$ cat src/rtl/cpu_pkg.sv
// Shared CPU constants: datapath widths and architecturally special register numbers.
package cpu_pkg;
  localparam int DATA_W = 32;
  localparam int REG_AW = 5;

  localparam logic [REG_AW-1:0] REG_ZERO = 5'd0;
  localparam logic [REG_AW-1:0] REG_GP   = 5'd28;
  localparam logic [REG_AW-1:0] REG_SP   = 5'd29;
  localparam logic [REG_AW-1:0] REG_RA   = 5'd31;
endpackage

$ cat src/rtl/reg_file_32x32_dec.sv
// 5-to-32 one-hot decoder used to form the register file write selects.
module Decoder5_32
  import cpu_pkg::*;
(
  input  logic [REG_AW-1:0]       addr_i,
  output logic [(1<<REG_AW)-1:0]  sel_o
);
  assign sel_o = {{((1<<REG_AW)-1){1'b0}}, 1'b1} << addr_i;
endmodule

$ cat src/rtl/reg_file_32x32.sv
// MIPS 32x32 general-purpose register file: two async read ports with optional
// write bypass, a never-bypassed debug port, and a saturating write counter.
module reg_file_32x32
  import cpu_pkg::*;
#(
  parameter logic [DATA_W-1:0] SP_INIT = 32'h0000_2FFC,
  parameter logic [DATA_W-1:0] GP_INIT = 32'h0000_1800,
  parameter bit                BYPASS  = 1'b1
) (
  input  logic              CLK,
  input  logic              RST_N,
  input  logic [REG_AW-1:0] RA1,
  input  logic [REG_AW-1:0] RA2,
  output logic [DATA_W-1:0] RD1,
  output logic [DATA_W-1:0] RD2,
  input  logic              WE,
  input  logic [REG_AW-1:0] WA,
  input  logic [DATA_W-1:0] WD,
  input  logic [REG_AW-1:0] DBG_A,
  output logic [DATA_W-1:0] DBG_D,
  output logic [15:0]       WCNT
);
  logic [31:0]       sel;
  logic [31:0]       en;
  logic [DATA_W-1:0] regs_q [1:31];
  logic [15:0]       wcnt_q, wcnt_d;
  logic              wr_live;
  logic [DATA_W-1:0] rd1_raw, rd2_raw, dbg_raw;

  Decoder5_32 u_dec (
    .addr_i (WA),
    .sel_o  (sel)
  );

  // WE gates the decoder output so an unknown WA while idle cannot reach any flop.
  assign en      = {32{WE}} & sel & 32'hFFFF_FFFE;
  assign wr_live = WE && (WA != REG_ZERO);

  always_ff @(posedge CLK or negedge RST_N) begin
    if (!RST_N) begin
      for (int i = 1; i < 32; i++) begin
        if (i == int'(REG_GP))      regs_q[i] <= GP_INIT;
        else if (i == int'(REG_SP)) regs_q[i] <= SP_INIT;
        else                        regs_q[i] <= '0;
      end
    end else begin
      for (int i = 1; i < 32; i++) begin
        if (en[i]) regs_q[i] <= WD;
      end
    end
  end

  always_comb begin
    wcnt_d = wcnt_q;
    if (wr_live && (wcnt_q != 16'hFFFF)) wcnt_d = wcnt_q + 16'd1;
  end

  always_ff @(posedge CLK or negedge RST_N) begin
    if (!RST_N) wcnt_q <= '0;
    else        wcnt_q <= wcnt_d;
  end

  // $zero has no storage; address 0 is forced to zero ahead of any bypass.
  always_comb begin
    rd1_raw = '0;
    rd2_raw = '0;
    dbg_raw = '0;
    if (RA1   != REG_ZERO) rd1_raw = regs_q[RA1];
    if (RA2   != REG_ZERO) rd2_raw = regs_q[RA2];
    if (DBG_A != REG_ZERO) dbg_raw = regs_q[DBG_A];
  end

  always_comb begin
    RD1 = rd1_raw;
    RD2 = rd2_raw;
    if (BYPASS && wr_live && (RA1 == WA)) RD1 = WD;
    if (BYPASS && wr_live && (RA2 == WA)) RD2 = WD;
  end

  assign DBG_D = dbg_raw;
  assign WCNT  = wcnt_q;
endmodule

$ cat config.mk
export PLATFORM = sky130hd
export DESIGN_NAME = reg_file_32x32
export DESIGN_NICKNAME = d
export VERILOG_FILES = /design/src/rtl/cpu_pkg.sv /design/src/rtl/reg_file_32x32_dec.sv /design/src/rtl/reg_file_32x32.sv
export SDC_FILE = /design/constraint.sdc
export NUM_CORES = 2
export LEC_CHECK = 0
export ABC_CLOCK_PERIOD_IN_PS = 3500
export CAP_MARGIN = 20
export CORE_MARGIN = 2
export CORE_UTILIZATION = 45
export DETAILED_ROUTE_END_ITERATION = 7
export GPL_TIMING_DRIVEN = 0
export PLACE_DENSITY = 0.71
export SLEW_MARGIN = 20
export SYNTH_ARGS = -nofsm -noshare
export SYNTH_HDL_FRONTEND = slang
export SYNTH_SLANG_ARGS = --single-unit
$ cat constraint.sdc
create_clock -name CLK -period 3.5 [get_ports CLK]
set_clock_uncertainty 0.15 [all_clocks]
set_input_delay 0.35 -clock CLK [delete_from_list [all_inputs] [get_ports CLK]]
set_output_delay 0.35 -clock CLK [all_outputs]
set_load 0.01 [all_outputs]
==> metrics.md <==
| Metric | Value |
|---|---|
| Data required, critical path | 3.00 ns |
| Via Count | 49.02k |
| Vias in the first global route | 47.77k |
| Met3 global-route usage | a little under a quarter |
| Critical path cell sequence | clkdlybuf4s15_2, buf_4, clkbuf_2, buf_6, clkbuf_8, o311a_4, o41ai_4, buf_2 |
| Commonest non-fill, non-tap cell in the layout | mux2_2 |
| Final setup fails | 39 |
| Number of H-tree levels | 3 |
| Final worst setup slack | -0.1819 ns |
| Global-route wire length before repair | 386,400 microns |
| Synth Flop Type | dfrtp_1 |
| Post-synth design cell area | 62,290 sq um |
| Area Growth Syn to Fin | 18.13% |
| Bufs and invs on worst path | 6 |
| VDD IR max | 0.0004465 V |
| Failing checks | setup timing |
| Final Wtd Congestion | 1.044 |
| Synthesized net count | 4,227 |
| DRC | 0 |
| Lkg Pwr | 31.01 nW |
| Placeable core area | roughly 140,000 sq um |
| Row count | 136 |
| Gr ovfl total | 0 |
| Via-to-Cell Ratio | 7.626 |
| Setup Crit Path Kind | in2out |
| WHS | 0.03028 ns |
| Seq/Total Area, Yosys | 40.52% |
| Fin nets | 4,580 |
| M2 GR Usage | 53.20% |
| Max Freq | ~270 MHz |
| YS warnings | 0 |
| PortBufs | 153 |
| CP max FO | 11 |
| Gr usage total | 40.04% |
| Total routed wirelength | 285,000 microns |
| Clk buf depth | 3 |
| Arrival @ worst endpoint | 3.18 ns |
| Avg Cell Area, Syn | 14.94 sq um |
| Crit-path leading delay family | buffers and inverters |
| Multi-input gate area | about 36,000 sq um |
| FF-to-FF Start | WCNT[0] |
| Power Dens Cells | approximately 550 nW/um^2 |
| Die Ht | 376.1 microns |
| CTS root buffer | clkbuf_16 |
| TNS Setup | -1.736 ns |
| IO Pins | 167 |
| Outcome | finished with violations |
| Share of cells above drive strength 1 | 55.66% |
| Crit path launch type | input port |
| Initial DRT Pass Iterations | 6 |
| Final hold viol count | 0 |
| Top Usage Layer GRT | met2 |
| Largest stage delay, worst path | 0.70 ns |
| Max-cap violations | 0 |
| Number of enable flip-flop cells after synthesis | 0 |
| R2R setup slack | between 1 and 1.5 ns |
| Worst-Skew Late Latency | between 0.7 and 0.8 ns |
| Clk pin slew, worst setup/hold paths | 0.06 ns |
| Crit end category | output pin |
| RSZ-0062 raised after global routing | yes |
| Pin count of the biggest net entering global routing | about 150 |
| Die ar. | 141,400 sq um |
| Reg2reg end | WCNT[4] |
| Storage cell area | 25,240 sq um |
| Number of cells produced by synthesis | about 4.2k |
| Flops & latches, synth | 1,008 |
| Chip Width | 376.1 microns |
| Routed Antenna Nets | 0 |
| Max-slew violation count | 0 |
| DRT iter0 DRCs | between 8k and 9k |
| Distinct cells, synth | 59 |
| Layout fillers | 11.20k |
| Initial antenna violation count | 28 |
| Most frequent cells in the layout | 1,124 x mux2_2, 995 x dfrtp_1, 714 x mux4_2 |
| Worst-margin pin slew | around 1.3 ns |
| TritonCTS sink count | around 1.0k |
| CTS tree | done |
| CTS buffer count | 114 |
| Hold WC Path Type | in2async |
| Tmin final | 3.682 ns |
| Worst slew margin | 13.20% |
| Async SR Flop Fraction | 100.0% |
| Starting density of the core | 45.31% |
| Final HPWL DP | 194,100 microns |
| Critical-path top delay cell | o41ai_4 |
| Avg WL per Cell | 44.34 microns |
| FF-to-FF path depth | 6 |
| Final period utilization | 105.2% |
| GR Util met1 | 47.97% |
==> stage by stage <==
stage	worst slack [ns]	instances	utilization [%]	cell area (sq um)	total power [mW]
6_report	-0.1819	6428	53.52	73590	40.52
5_1_grt	-0.1235	6417	53.50	73560	41.39
4_1_cts	-0.2799	6373	53.01	72880	39.70
3_5_place_dp	-2.343	6137	48.41	66560	27.04
3_3_place_gp	-44.42	6118	48.05	66070	26.65
2_1_floorplan	0.5880	4171	-	62290	22.87
==> synth_stat cells, types with 17 or more instances <==
| cell | instances | area (sq um) |
|---|---|---|
| xnor2_1 | 17 | 148.9 |
| a22o_1 | 32 | 280.3 |
| a211oi_1 | 44 | 330.3 |
| mux2_2 | 1135 | 12780 |
| a221o_1 | 34 | 340.3 |
| dfrtp_1 | 995 | 24900 |
| o22ai_1 | 29 | 181.4 |
| nand2_1 | 47 | 176.4 |
| mux2i_1 | 107 | 1071 |
| nor2_1 | 52 | 195.2 |
| nor3_1 | 25 | 125.1 |
| nor2b_1 | 75 | 469.2 |
| nor3b_1 | 23 | 172.7 |
| buf_2 | 113 | 565.5 |
| buf_1 | 80 | 300.3 |
| a21oi_1 | 29 | 145.1 |
| clkbuf_1 | 276 | 1036 |
| a22oi_1 | 30 | 225.2 |
| nand3_1 | 26 | 130.1 |
| a211o_1 | 33 | 289.0 |
| o221ai_1 | 24 | 210.2 |
| mux4_2 | 714 | 16080 |
| a221oi_1 | 69 | 604.3 |
==> routing by layer <==
metal  vias to the layer above  wire [microns]
li1                      17500               -
met1                     25240           95120
met2                      4838          113500
met3                      1420           49780
met4                        26           26010
met5                         -             557
==> where the power goes <==
part | total, mW | switching (mW) | internal (mW)
logic | 11.7 | 5.27 | 6.39
clock network | 12.6 | 5.46 | 7.12
registers | 16.3 | 2.31 | 14.0
total | 40.5 | 13.0 | 27.5
==> cell type report <==
cell class	count	area share (%)
buffer	483	5.291
clock buffer	180	4.581
antenna	13	0.04421
multi-input combinational	2670	48.71
clock inverter	33	0.5900
timing repair buffer	244	3.409
tap	1794	3.050
inverter	3	0.02720
sequential	1008	34.30
==> worst max-delay path by stage <==
stage | start | end | slack [ns] | cells past startpoint
after global routing | WA[2] | RD2[10] | -0.12 | 12
after global placement | RST_N | regs_q[266] | -44.42 | 1
after detailed placement | RA1[1] | RD1[29] | -2.34 | 10
final | RA1[2] | RD1[17] | -0.18 | 8
after CTS | RA1[0] | RD1[0] | -0.28 | 7
after floorplan | DBG_A[1] | DBG_D[0] | 0.59 | 7
==> what timing repair did <==
action / CTS / global route
gates cloned: 1 / 2
resized for setup: 802 / 143
endpoints found under the setup margin: 96 / 65
setup buffers: 28 / 39
hold buffers: 1 / 0
endpoints found under the hold margin: 372 / 0
pin swaps: 56 / 59
==> worst register-to-register path, stage by stage, from the launching register on <==
cell     delay, ns
dfrtp_1       0.43
ha_1          0.26
and2_1        0.18
and4_1        0.22
a21oi_1       0.55
and4_1        0.29
xor2_1        0.16
==> flip-flops by register name (all words and copies together) (netlist names) <==
signal and cells:
WCNT 16, regs_q 992
==> cell families (layout without fill, tap and decap cells) <==
family                   after synthesis  after routing  synth area share [%]
adder cells (fa/ha/maj)                1              1               0.02008
buffers and inverters                493            943                 3.384
AO/OA/AOI/OAI                        380            380                 4.957
AND/OR/NAND/NOR                      303            303                 2.629
flip-flops                          1008           1008                 40.52
XOR/XNOR                              25             25                0.3515
other                                  0             13                     0
multiplexers                        1961           1961                 48.14
No activity file was read; power rests on OpenSTA's default activity.
